File: src/rtl/interp_segment_finder_pkg.sv
// Shared definitions for the interpolation segment finder: FSM encoding and default sizes.
package interp_segment_finder_pkg;

    typedef enum logic [1:0] {
        ST_IDLE   = 2'd0,
        ST_SEARCH = 2'd1,
        ST_OUT    = 2'd2
    } state_t;

    localparam int DEF_DATA_WIDTH = 16;
    localparam int DEF_NUM_POINTS = 8;

endpackage

File: src/rtl/interp_bp_table.sv
// Breakpoint table: NUM_POINTS (X,Y) register pairs, one write port, reads at idx and idx+1,
// plus first/last X taps used for clamping the query.
module interp_bp_table
    import interp_segment_finder_pkg::*;
#(
    parameter int DATA_WIDTH = DEF_DATA_WIDTH,
    parameter int NUM_POINTS = DEF_NUM_POINTS,
    parameter int ADDR_WIDTH = $clog2(NUM_POINTS)
) (
    input  logic                  clk,
    input  logic                  rst,
    input  logic                  we_i,
    input  logic [ADDR_WIDTH-1:0] waddr_i,
    input  logic [DATA_WIDTH-1:0] wx_i,
    input  logic [DATA_WIDTH-1:0] wy_i,
    input  logic [ADDR_WIDTH-1:0] ridx_i,
    output logic [DATA_WIDTH-1:0] rd_x0_o,
    output logic [DATA_WIDTH-1:0] rd_y0_o,
    output logic [DATA_WIDTH-1:0] rd_x1_o,
    output logic [DATA_WIDTH-1:0] rd_y1_o,
    output logic [DATA_WIDTH-1:0] x_first_o,
    output logic [DATA_WIDTH-1:0] x_last_o
);

    localparam logic [ADDR_WIDTH:0] NUM_PTS_L = (ADDR_WIDTH+1)'(NUM_POINTS);

    logic [DATA_WIDTH-1:0] x_q [NUM_POINTS];
    logic [DATA_WIDTH-1:0] y_q [NUM_POINTS];
    logic [ADDR_WIDTH-1:0] ridx1;
    logic                  addr_ok;

    // Addresses past the last breakpoint are silently dropped.
    assign addr_ok = ({1'b0, waddr_i} < NUM_PTS_L);

    always_ff @(posedge clk or posedge rst) begin
        if (rst) begin
            for (int i = 0; i < NUM_POINTS; i++) begin
                x_q[i] <= '0;
                y_q[i] <= '0;
            end
        end else if (we_i && addr_ok) begin
            x_q[waddr_i] <= wx_i;
            y_q[waddr_i] <= wy_i;
        end
    end

    assign ridx1     = ridx_i + ADDR_WIDTH'(1);
    assign rd_x0_o   = x_q[ridx_i];
    assign rd_y0_o   = y_q[ridx_i];
    assign rd_x1_o   = x_q[ridx1];
    assign rd_y1_o   = y_q[ridx1];
    assign x_first_o = x_q[0];
    assign x_last_o  = x_q[NUM_POINTS-1];

endmodule

File: src/rtl/interp_segment_finder.sv
// Finds the breakpoint segment bracketing a query x by linear scan and presents
// x0/y0/x1/y1 and the clamped x to the interpolator over valid/ready.
module interp_segment_finder
    import interp_segment_finder_pkg::*;
#(
    parameter  int DATA_WIDTH = DEF_DATA_WIDTH,
    parameter  int NUM_POINTS = DEF_NUM_POINTS,
    localparam int ADDR_WIDTH = $clog2(NUM_POINTS)
) (
    input  logic                  clk,
    input  logic                  rst,
    input  logic                  tbl_we,
    input  logic [ADDR_WIDTH-1:0] tbl_addr,
    input  logic [DATA_WIDTH-1:0] tbl_x,
    input  logic [DATA_WIDTH-1:0] tbl_y,
    output logic                  busy,
    input  logic                  in_valid,
    output logic                  in_ready,
    input  logic [DATA_WIDTH-1:0] in_x,
    output logic                  out_valid,
    input  logic                  out_ready,
    output logic [DATA_WIDTH-1:0] out_x0,
    output logic [DATA_WIDTH-1:0] out_y0,
    output logic [DATA_WIDTH-1:0] out_x1,
    output logic [DATA_WIDTH-1:0] out_y1,
    output logic [DATA_WIDTH-1:0] out_x,
    output logic                  out_clamped
);

    localparam logic [ADDR_WIDTH-1:0] LAST_SEG = ADDR_WIDTH'(NUM_POINTS - 2);

    // Returns {clamped_flag, clamped_value}.
    function automatic logic [DATA_WIDTH:0] clamp_x(input logic [DATA_WIDTH-1:0] x,
                                                    input logic [DATA_WIDTH-1:0] lo,
                                                    input logic [DATA_WIDTH-1:0] hi);
        if (x < lo)      return {1'b1, lo};
        else if (x > hi) return {1'b1, hi};
        else             return {1'b0, x};
    endfunction

    state_t                state_q, state_d;
    logic [ADDR_WIDTH-1:0] idx_q, idx_d;
    logic [DATA_WIDTH-1:0] cap_x_q, cap_x_d;
    logic [DATA_WIDTH-1:0] x0_q, x0_d, y0_q, y0_d, x1_q, x1_d, y1_q, y1_d;
    logic [DATA_WIDTH-1:0] ox_q, ox_d;
    logic                  clamped_q, clamped_d;
    logic                  valid_q, valid_d;

    logic [DATA_WIDTH-1:0] rd_x0, rd_y0, rd_x1, rd_y1, x_first, x_last;
    logic [DATA_WIDTH:0]   clamp_res;
    logic                  hit;
    logic                  tbl_we_ok;

    // Writes are only honoured between queries so a scan never sees a half-updated table.
    assign tbl_we_ok = tbl_we && (state_q == ST_IDLE);

    interp_bp_table #(
        .DATA_WIDTH(DATA_WIDTH),
        .NUM_POINTS(NUM_POINTS),
        .ADDR_WIDTH(ADDR_WIDTH)
    ) u_table (
        .clk       (clk),
        .rst       (rst),
        .we_i      (tbl_we_ok),
        .waddr_i   (tbl_addr),
        .wx_i      (tbl_x),
        .wy_i      (tbl_y),
        .ridx_i    (idx_q),
        .rd_x0_o   (rd_x0),
        .rd_y0_o   (rd_y0),
        .rd_x1_o   (rd_x1),
        .rd_y1_o   (rd_y1),
        .x_first_o (x_first),
        .x_last_o  (x_last)
    );

    assign hit       = (cap_x_q < rd_x1) || (idx_q == LAST_SEG);
    assign clamp_res = clamp_x(cap_x_q, x_first, x_last);

    always_ff @(posedge clk or posedge rst) begin
        if (rst) begin
            state_q   <= ST_IDLE;
            idx_q     <= '0;
            cap_x_q   <= '0;
            x0_q      <= '0;
            y0_q      <= '0;
            x1_q      <= '0;
            y1_q      <= '0;
            ox_q      <= '0;
            clamped_q <= 1'b0;
            valid_q   <= 1'b0;
        end else begin
            state_q   <= state_d;
            idx_q     <= idx_d;
            cap_x_q   <= cap_x_d;
            x0_q      <= x0_d;
            y0_q      <= y0_d;
            x1_q      <= x1_d;
            y1_q      <= y1_d;
            ox_q      <= ox_d;
            clamped_q <= clamped_d;
            valid_q   <= valid_d;
        end
    end

    always_comb begin
        state_d   = state_q;
        idx_d     = idx_q;
        cap_x_d   = cap_x_q;
        x0_d      = x0_q;
        y0_d      = y0_q;
        x1_d      = x1_q;
        y1_d      = y1_q;
        ox_d      = ox_q;
        clamped_d = clamped_q;
        valid_d   = valid_q;
        case (state_q)
            ST_IDLE: begin
                if (in_valid) begin
                    cap_x_d = in_x;
                    idx_d   = '0;
                    state_d = ST_SEARCH;
                end
            end
            ST_SEARCH: begin
                if (hit) begin
                    x0_d      = rd_x0;
                    y0_d      = rd_y0;
                    x1_d      = rd_x1;
                    y1_d      = rd_y1;
                    ox_d      = clamp_res[DATA_WIDTH-1:0];
                    clamped_d = clamp_res[DATA_WIDTH];
                    state_d   = ST_OUT;
                end else begin
                    idx_d = idx_q + ADDR_WIDTH'(1);
                end
            end
            ST_OUT: begin
                // Valid follows the registered fields by one clock and drops on handshake.
                if (valid_q && out_ready) begin
                    valid_d = 1'b0;
                    state_d = ST_IDLE;
                end else begin
                    valid_d = 1'b1;
                end
            end
            default: begin
                state_d = ST_IDLE;
                valid_d = 1'b0;
            end
        endcase
    end

    assign busy        = (state_q != ST_IDLE);
    assign in_ready    = (state_q == ST_IDLE);
    assign out_valid   = valid_q;
    assign out_x0      = x0_q;
    assign out_y0      = y0_q;
    assign out_x1      = x1_q;
    assign out_y1      = y1_q;
    assign out_x       = ox_q;
    assign out_clamped = clamped_q;

endmodule

File: config.mk
export PLATFORM = sky130hd
export DESIGN_NAME = interp_segment_finder
export DESIGN_NICKNAME = d
export VERILOG_FILES = /design/src/rtl/interp_segment_finder_pkg.sv /design/src/rtl/interp_bp_table.sv /design/src/rtl/interp_segment_finder.sv
export SDC_FILE = /design/constraint.sdc
export NUM_CORES = 1
export LEC_CHECK = 0
export BUFFER_PORTS_ARGS = -buffer_cell sky130_fd_sc_hd__buf_2
export CAP_MARGIN = 5
export CORE_MARGIN = 2
export CORE_UTILIZATION = 55
export DETAILED_ROUTE_END_ITERATION = 10
export MAX_ROUTING_LAYER = met4
export PLACE_DENSITY = 0.86
export SYNTH_ARGS = -nofsm -noshare
export SYNTH_HDL_FRONTEND = slang
export SYNTH_HIERARCHICAL = 1
export SYNTH_SLANG_ARGS = --single-unit
File: constraint.sdc
create_clock -name clk -period 7.45 [get_ports clk]
set_clock_uncertainty 0.15 [all_clocks]
set_input_delay 0 -clock clk [delete_from_list [all_inputs] [get_ports clk]]
set_output_delay 0 -clock clk [all_outputs]
set_load 0.01 [all_outputs]
==> results of run 1 <==
-- metrics by stage --
step | area [µm²] | setup WS [ps] | utilization | instances
2_1_floorplan | 19790 | 258.3 | - | 1552
3_3_place_gp | 20500 | 1875 | 0.5777 | 2025
3_5_place_dp | 20500 | 1819 | 0.5777 | 2025
4_1_cts | 22370 | 1722 | 0.6303 | 2149
5_1_grt | 22370 | 1365 | 0.6304 | 2150
6_report | 22370 | 1699 | 0.6304 | 2150
-- power by group --
| group | switching [W] | internal (W) | total (W) |
|---|---|---|---|
| Clock | 0.000802 | 0.00117 | 0.00197 |
| Sequential | 0.000918 | 0.00294 | 0.00385 |
| Combinational | 0.00278 | 0.00272 | 0.00550 |
| Total | 0.00450 | 0.00682 | 0.0113 |
-- final cells by class --
class,instances,area [µm²],area share
multi-input combinational,986,9827,0.4393
sequential,359,8995,0.4021
timing repair buffer,221,1454,0.06500
clock buffer,50,1087,0.04861
tap,461,576.8,0.02579
inverter,55,216.5,0.009677
clock inverter,17,210.2,0.009397
antenna,1,2.502,0.0001119
-- cells in the final DEF (no fill, tap or decap), drive strengths merged, types with 3 or more instances in the layout --
cell         netlist  routed
clkinv             0      12
nor2               4       4
ha                49      49
a311oi            15      15
a2111oi           64      64
nand2             61      61
buf              103     164
dlygate4sd3        0      57
a211oi            15      15
nand2b             6       6
and3              64      64
o221ai            16      16
inv               55      55
and2               3       3
o21ai             23      23
nor4              34      34
nor3b              3       3
nand4b             3       3
clkbuf            49      50
nor3               4       4
mux2             354     354
a21o               4       4
nand4             10      10
dfrtp            359     359
a22o              15      15
a21oi             20      20
bufinv             0       4
mux2i             64      64
mux4              64      64
a2111o             4       4
nor2b             65      65
-- path summary, 6_finish.rpt --
path,start,endpoint,slack [ps],depth (start not counted)
min,rst,out_x0[3]$_DFFE_PP0P_,-30,3
min in group clk,in_x[11],cap_x_q[11]$_DFFE_PP0P_,90,3
min reg2reg,out_x1[3]$_DFFE_PP0P_,out_x1[3]$_DFFE_PP0P_,330,2
max in group asynchronous,rst,u_table/y_q[77]$_DFFE_PP0P_,5510,4
max,idx_q[1]$_DFFE_PP0P_,out_y0[6]$_DFFE_PP0P_,1700,13
max reg2reg,idx_q[1]$_DFFE_PP0P_,out_y0[6]$_DFFE_PP0P_,1700,13
-- sequential cells by signal, indices dropped and copies added (netlist names) --
name	flops
out_valid	1
out_y1	16
state_q	2
out_y0	16
out_x1	16
cap_x_q	16
out_x	16
u_table/x_last_o	16
u_table/x_q	96
u_table/x_first_o	16
out_clamped	1
idx_q	3
out_x0	16
u_table/y_q	128
-- layer usage --
| layer | vias to the layer above | routed length [µm] | share of wire |
|---|---|---|---|
| li1 | 6049 | - | - |
| met1 | 7262 | 21070 | 0.41 |
| met2 | 676 | 24770 | 0.48 |
| met3 | 124 | 4024 | 0.078 |
| met4 | 0 | 1475 | 0.029 |
| met5 | - | 0 | 0 |
-- cell families after synthesis --
| kind of cell | Yosys count | share of synthesized area |
|---|---|---|
| flip-flops | 359 | 0.4541 |
| AND/OR/NAND/NOR | 263 | 0.07741 |
| multiplexers | 482 | 0.3067 |
| XOR/XNOR | 2 | 0.001645 |
| adder cells (fa/ha/maj) | 49 | 0.03099 |
| buffers and inverters | 207 | 0.05312 |
| AO/OA/AOI/OAI | 190 | 0.07608 |
-- repair_timing --
item	in CTS	in global routing
hold endpoints to repair	416	0
setup buffers	0	0
hold buffers	57	0
-- worst register-to-register path, stage by stage, from the launching register on --
cell       delay, ps
dfrtp_4          700
ha_4             300
xnor2_4          760
buf_4            370
a2111oi_0        110
nor4_1           340
inv_1            120
ha_1             340
nand4_1          170
nor4_1           310
a32o_1           240
o22a_4           730
buf_4            590
mux2_2           410
==> impl_metrics.json, run 1 <==
{
  "grt_use_met3": 0.04923,
  "met2_usage": 0.4480,
  "path_clk_slew_ps": 60,
  "fmax_mhz": 173.9,
  "p_per_area_nw_per_um2": 506.2,
  "fin_total_pwr_w": 0.01132,
  "synth.yosys.warnings": 6,
  "cp_max_fo": 81,
  "synth_fp_nets": 1657,
  "synth_top_area_share": 0.4541,
  "worst_setup_path_end_kind": "flip-flop",
  "grt_overflow_total": 0,
  "slowest_stage": "xnor2_4",
  "ys.flop_type": "dfrtp_1",
  "area_growth_pct": 13.06,
  "io_pins": 140,
  "post_drt_wl_per_cell_um": 23.88,
  "nFillCells": 2508,
  "wl_um": 51340,
  "fin_hold_ws_ps": -29.19,
  "finalSetupViolCount": 0,
  "drt_pass1_iterations": 5,
  "hold_path.class": "primary input to asynchronous set/reset pin",
  "yosysMostFrequentCell": "dfrtp_1",
  "die_w_um": 193.7,
  "drive_above_1_share": 0.3720,
  "worstSetupPathType": "flip-flop to flip-flop",
  "cts_root_buffer": "clkbuf_16",
  "yosysSeqAreaShare": 0.4541,
  "violations": "negative hold slack",
  "synth_edf_count": 0,
  "initial_utilization": 0.5576,
  "cts_num_sinks": 359,
  "hpwl_um": 32100,
  "async_flop_share": 1.000,
  "timing.final.crit_period_ps": 5751,
  "vias": 14110,
  "antenna_found_initial": 1,
  "num_rows": 69,
  "arrival_ps": 6020,
  "cts_buffers": 38,
  "routed_via_density": 6.563,
  "grt_pass1_vias": 14740,
  "cp_data_required_time_ps": 7720,
  "rsz0062_at_grt": "false",
  "syn_area_um2": 19790,
  "gp_congestion": 0.9358,
  "maxSlewViolCount": 0,
  "drc": 0,
  "insertion_delay_ps": 540,
  "power.leakage_nw": 9.873,
  "slowest_delay_ps": 750,
  "grt_first_pass_wirelength_um": 82220,
  "finalHoldViolations": 13,
  "antenna_left": 0,
  "syn_area_per_cell_um2": 12.75,
  "ys_ff_latch": 359,
  "grt-busiest-layer": "met2",
  "finalCritPeriodShare": 0.7719,
  "path_cells": "ha_4 -> xnor2_4 -> buf_4 -> a2111oi_0 -> nor4_1 -> inv_1 -> ha_1 -> nand4_1 -> nor4_1 -> a32o_1 -> o22a_4 -> buf_4 -> mux2_2",
  "peakVddDrop_mv": 0.3405,
  "synth_cells": 1552,
  "yosysTopAreaCell": "dfrtp_1",
  "grt_use_met1": 0.3703,
  "die_y_um": 193.7,
  "layout.nets": 1766,
  "startpoint_type": "flip-flop",
  "coreArea_um2": 35480,
  "crit_family": "compound AO/OA/AOI/OAI gates",
  "post_cts_resized": 0,
  "synth_cell_type_count": 56,
  "track_usage": 0.2817,
  "grt_max_degree": 106,
  "yosys-top-cells-area": "dfrtp_1 45%, mux2_2 18%, mux4_2 7.3%",
  "fp.dieArea_um2": 37510,
  "io_buffer_count": 139,
  "status": "finished with violations",
  "fin_setup_tns_ps": 0,
  "synth_common_cells": "359 x dfrtp_1, 319 x mux2_2, 65 x nor2b_1",
  "clk_path_buf_depth": 3,
  "drtIter0Drc": 1286,
  "slew_headroom": 0.1964,
  "cts_tree": "yes",
  "max_cap_viol_count": 0,
  "tightest_slew_ps": 1205,
  "htree_num_levels": 2,
  "cp.buffers_inverters": 3
}
Note: power is estimated with default switching activity, not from simulation.
==> run 2, diff against run 1 <==
- CORE_UTILIZATION: 55 -> 61
- PLACE_DENSITY: 0.86 -> 0.89
- clock period: 7.45 -> 5.5 ns (I/O delays scaled with it)
==> impl_metrics.json, run 2 (synthesized netlist as in run 1, its figures left out) <==
{
  "htree_num_levels": 2,
  "postCtsHoldBufs": 57,
  "antenna-diode-count": 0,
  "max_cap_viol_count": 0,
  "switching_share": 0.3994,
  "fp.dieArea_um2": 33890,
  "finalCritPeriodShare": 0.9247,
  "hpwl_um": 31010,
  "finalSetupViolCount": 0,
  "layout_common_cells": "356 x dfrtp_1, 319 x mux2_2, 139 x buf_2",
  "pwr-share-seq": 0.338,
  "cts_tree": "yes",
  "hold_path.class": "primary input to asynchronous set/reset pin",
  "coreArea_um2": 31720,
  "status": "finished, final reports clean",
  "die_y_um": 184.1,
  "cts_num_sinks": 359,
  "p_sw_w": 0.006137,
  "nFillCells": 2078,
  "grt_first_pass_wirelength_um": 80390,
  "cts_buffers": 39,
  "wl_um": 50680,
  "clk_path_buf_depth": 3,
  "layout_commonest_cell": "dfrtp_1",
  "clkPwrFrac": 0.169,
  "area_growth_pct": 12.83,
  "crit_top_cell": "nor4_1",
  "drive_above_1_share": 0.3686,
  "grt_pass1_vias": 14660,
  "vias": 14270,
  "rsz0062_at_grt": "false",
  "largest_reg_flops": 128,
  "routed_via_density": 6.813,
  "io_pins": 140,
  "die_w_um": 184.1,
  "grt_max_degree": 119,
  "p_int_w": 0.009227,
  "antenna_left": 0,
  "cp_data_required_time_ps": 5730,
  "cts_root_buffer": "clkbuf_16",
  "layout.nets": 1769,
  "drc": 0,
  "multi_input_area_um2": 9827,
  "r2r_slack_ps": 410,
  "worstSetupPathType": "flip-flop to flip-flop",
  "startpoint_type": "flip-flop",
  "slowest_stage": "ha_4",
  "peakVddDrop_mv": 0.4203,
  "cp_max_fo": 69,
  "regArea_um2": 8995,
  "fin_total_pwr_w": 0.01536,
  "grt_overflow_total": 0,
  "top_regs": "u_table/y_q: 128 flops, u_table/x_q: 96 flops",
  "pwr-share-comb": 0.493,
  "finalHoldViolations": 0,
  "slew_headroom": 0.1739,
  "timing.final.crit_period_ps": 5086,
  "antenna_found_initial": 1,
  "arrival_ps": 5310,
  "post_drt_wl_per_cell_um": 24.19,
  "fmax_mhz": 196.6,
  "io_buffer_count": 139,
  "track_usage": 0.3113,
  "largest_register": "u_table/y_q",
  "path_cells": "ha_4 -> mux2i_1 -> and3_1 -> nor4_1 -> inv_1 -> ha_1 -> nand4_1 -> nor4_1 -> a32o_1 -> o22a_4 -> or2_1 -> o221ai_1",
  "fin_setup_tns_ps": 0,
  "postCtsSetupBuffers": 0,
  "post_cts_resized": 0,
  "slowest_delay_ps": 840,
  "initial_utilization": 0.6238,
  "num_rows": 65,
  "maxSlewViolCount": 0,
  "path_clk_slew_ps": 60,
  "drtIter0Drc": 1301,
  "worst_setup_path_end_kind": "flip-flop",
  "gp_congestion": 0.9339,
  "p_per_area_nw_per_um2": 688.3,
  "tightest_slew_ps": 1239,
  "drt_pass1_iterations": 8,
  "insertion_delay_ps": 550,
  "power.leakage_nw": 9.874
}
==> run 2: final timing paths <==
path	end	start	depth (start not counted)
setup / recovery	out_x[4]$_DFFE_PP0P_	idx_q[1]$_DFFE_PP0P_	12
hold / removal	out_x0[0]$_DFFE_PP0P_	rst	3
setup reg to reg	out_x[4]$_DFFE_PP0P_	idx_q[1]$_DFFE_PP0P_	12
hold reg to reg	out_x1[2]$_DFFE_PP0P_	out_x1[2]$_DFFE_PP0P_	2
max in group asynchronous	u_table/x_q[40]$_DFFE_PP0P_	rst	5
min in group clk	cap_x_q[14]$_DFFE_PP0P_	in_x[14]	3
==> run 2: layout make-up <==
| class | instances | share of cell area |
|---|---|---|
| Clock buffer | 61 | 0.05145 |
| Clock inverter | 9 | 0.005269 |
| Inverter | 55 | 0.009529 |
| Multi-Input combinational cell | 986 | 0.4402 |
| Sequential cell | 359 | 0.4029 |
| Tap cell | 402 | 0.02253 |
| Timing Repair Buffer | 223 | 0.06805 |
==> run 2: power by group through the flow <==
| stage | combinational, W | clock [W] | sequential, W |
|---|---|---|---|
| final | 0.00758 | 0.00260 | 0.00519 |
| after global routing | 0.00816 | 0.00275 | 0.00532 |
| after CTS | 0.00748 | 0.00264 | 0.00512 |
| after detailed placement | 0.00735 | 0 | 0.00514 |
| after global placement | 0.00698 | 0 | 0.00502 |
| after floorplan | 0.00570 | 0 | 0.00482 |
==> run 2: critical path: cells and delay by family, from the launching register on <==
| kind | cells | cell delay [ps] |
|---|---|---|
| multiplexers | 1 | 230 |
| adder cells (fa/ha/maj) | 2 | 1180 |
| flip-flops | 1 | 500 |
| buffers and inverters | 1 | 150 |
| AO/OA/AOI/OAI | 3 | 940 |
| AND/OR/NAND/NOR | 5 | 1720 |
==> run 2: per-stage QoR <==
stage	instance area [µm²]	cells	setup slack, ps	utilization	hold slack [ps]
global placement	20490	1968	764.1	0.6459	-32.28
floorplan	19790	1552	1654	-	-33.16
finish	22320	2095	414.0	0.7038	44.45
detailed placement	20490	1968	604.0	0.6459	-17.18
CTS	22320	2095	531.8	0.7038	65.62
global route	22320	2095	112.5	0.7038	92.57
==> run 2: per-layer routing <==
layer  vias up  GRT usage  wire [µm]  share of wire
met2       758     0.4974      24430           0.48
met1      7299     0.4126      20710           0.41
met5         -          -          0              0
met4         0     0.1024       1455          0.029
met3       150    0.04742       4087          0.081
li1       6067          -          -              -
==> run 3, diff against run 2 <==
- HOLD_SLACK_MARGIN: unset -> 0.1
==> impl_metrics.json, run 3 (synthesized netlist as in run 1, its figures left out) <==
{
  "status": "finished, final reports clean",
  "io_pins": 140,
  "p_int_w": 0.009239,
  "grt_overflow_total": 0,
  "pwr-share-seq": 0.337,
  "grt_max_degree": 119,
  "postCtsSetupBuffers": 0,
  "cp_data_required_time_ps": 5730,
  "antenna-diode-count": 0,
  "cp_max_fo": 69,
  "worstReg2RegEnd": "out_x[8]$_DFFE_PP0P_",
  "routed_via_density": 6.742,
  "startpoint_type": "flip-flop",
  "hpwl_um": 31010,
  "slew_headroom": 0.2182,
  "min-delay-start": "tbl_y[9]",
  "rr_worst_depth": 12,
  "antenna_left": 0,
  "num_rows": 65,
  "drive_above_1_share": 0.3647,
  "switching_share": 0.3992,
  "grt_first_pass_wirelength_um": 81280,
  "path_cells": "ha_4 -> mux2i_1 -> and3_1 -> nor4_1 -> inv_1 -> ha_1 -> nand4_1 -> nor4_1 -> a32o_1 -> o22a_4 -> or2_1 -> o221ai_1",
  "cts_root_buffer": "clkbuf_16",
  "max_cap_viol_count": 0,
  "finalCritPeriodShare": 0.9238,
  "pwr-share-comb": 0.494,
  "top_regs": "u_table/y_q: 128 flops, u_table/x_q: 96 flops",
  "clkPwrFrac": 0.169,
  "worstSetupPathType": "flip-flop to flip-flop",
  "peakVddDrop_mv": 0.4217,
  "cts_buffers": 39,
  "initial_utilization": 0.6238,
  "die_y_um": 184.1,
  "timing.rr.start": "idx_q[1]$_DFFE_PP0P_",
  "area_growth_pct": 13.74,
  "cts_tree": "yes",
  "arrival_ps": 5310,
  "nFillCells": 2040,
  "fmax_mhz": 196.8,
  "cts_num_sinks": 359,
  "holdPathEnd": "u_table/y_q[57]$_DFFE_PP0P_",
  "crit_top_cell": "nor4_1",
  "finalSetupViolCount": 0,
  "io_buffer_count": 139,
  "gp_congestion": 0.9339,
  "timing.final.crit_period_ps": 5081,
  "insertion_delay_ps": 550,
  "fp.dieArea_um2": 33890,
  "drc": 0,
  "post_drt_wl_per_cell_um": 24.29,
  "largest_reg_flops": 128,
  "drtIter0Drc": 1212,
  "rsz0062_at_grt": "false",
  "wl_um": 51330,
  "power.leakage_nw": 9.953,
  "final_core_util": 0.7095,
  "p_per_area_nw_per_um2": 683.4,
  "antenna_found_initial": 1,
  "r2r_slack_ps": 420,
  "path_clk_slew_ps": 60,
  "postCtsHoldBufs": 75,
  "die_w_um": 184.1,
  "post_cts_resized": 0,
  "worst_setup_path_end_kind": "flip-flop",
  "vias": 14250,
  "tightest_slew_ps": 1173,
  "fin_setup_tns_ps": 0,
  "layout.nets": 1787,
  "drt_pass1_iterations": 6,
  "grt_pass1_vias": 14800,
  "finalHoldViolations": 0,
  "coreArea_um2": 31720,
  "slowest_stage": "ha_4",
  "track_usage": 0.3155,
  "layout_commonest_cell": "dfrtp_1",
  "htree_num_levels": 2,
  "hold_path.class": "primary input to flip-flop",
  "largest_register": "u_table/y_q",
  "maxSlewViolCount": 0,
  "worstHoldPathCells": 3,
  "p_sw_w": 0.006139,
  "slowest_delay_ps": 830,
  "layout_common_cells": "356 x dfrtp_1, 319 x mux2_2, 139 x buf_2",
  "clk_path_buf_depth": 3
}
run 3: cell count changes in the layout (fill, tap and decap cells not counted), sizes merged:
cell	delta
dlygate4sd3	+18
run 3: layer usage:
layer	GRT usage	vias to the layer above	routed length [µm]	share of wire
met3	0.05118	139	3855	0.075
met5	-	-	0	0
li1	-	6107	-	-
met4	0.1034	0	1464	0.029
met1	0.4109	7296	20950	0.41
met2	0.5100	703	25050	0.49
run 3: stage by stage:
step | hold slack, ps | area (µm²) | setup WS, ps | power (W) | cells
floorplan | -33.16 | 19790 | 1654 | 0.01052 | 1552
global placement | -32.28 | 20490 | 764.1 | 0.01200 | 1968
detailed placement | -17.18 | 20490 | 604.0 | 0.01248 | 1968
CTS | 151.8 | 22500 | 531.8 | 0.01526 | 2113
global route | 179.6 | 22500 | 171.1 | 0.01625 | 2113
finish | 170.6 | 22500 | 418.9 | 0.01538 | 2113
run 3: layout make-up:
class,instances,area [µm²],area share
well taps,402,503.0,0.02235
flip-flops and latches,359,8995,0.3997
repair buffers,241,1699,0.07551
multi-input cells,986,9827,0.4367
clock buffers,61,1149,0.05104
inverters,55,212.7,0.009452
clock inverters,9,117.6,0.005227
run 3: worst max path at each step:
stage | from | depth (start not counted) | end | slack (ps)
final | idx_q[1]$_DFFE_PP0P_ | 12 | out_x[8]$_DFFE_PP0P_ | 420
after global routing | idx_q[1]$_DFFE_PP0P_ | 12 | out_x[8]$_DFFE_PP0P_ | 170
after CTS | idx_q[1]$_DFFE_PP0P_ | 12 | out_x0[1]$_DFFE_PP0P_ | 530
after detailed placement | idx_q[1]$_DFFE_PP0P_ | 13 | out_y0[4]$_DFFE_PP0P_ | 600
after global placement | idx_q[0]$_DFFE_PP0P_ | 13 | out_y0[6]$_DFFE_PP0P_ | 760
after floorplan | idx_q[0]$_DFFE_PP0P_ | 16 | out_x[1]$_DFFE_PP0P_ | 1650
run 3: power by group through the flow:
stage                     Sequential [W]  Clock [W]  Combinational [W]
final                            0.00519    0.00260            0.00759
after CTS                        0.00512    0.00264            0.00750
after global placement           0.00502          0            0.00698
after detailed placement         0.00514          0            0.00735
after global routing             0.00532    0.00274            0.00819
after floorplan                  0.00482          0            0.00570
run 3: critical path: cells and delay by family, from the launching register on:
kind,cells,cell delay [ps]
simple gates,5,1730
flops,1,500
mux,1,230
buf+inv,1,140
fa+ha+maj,2,1170
compound gates,3,950
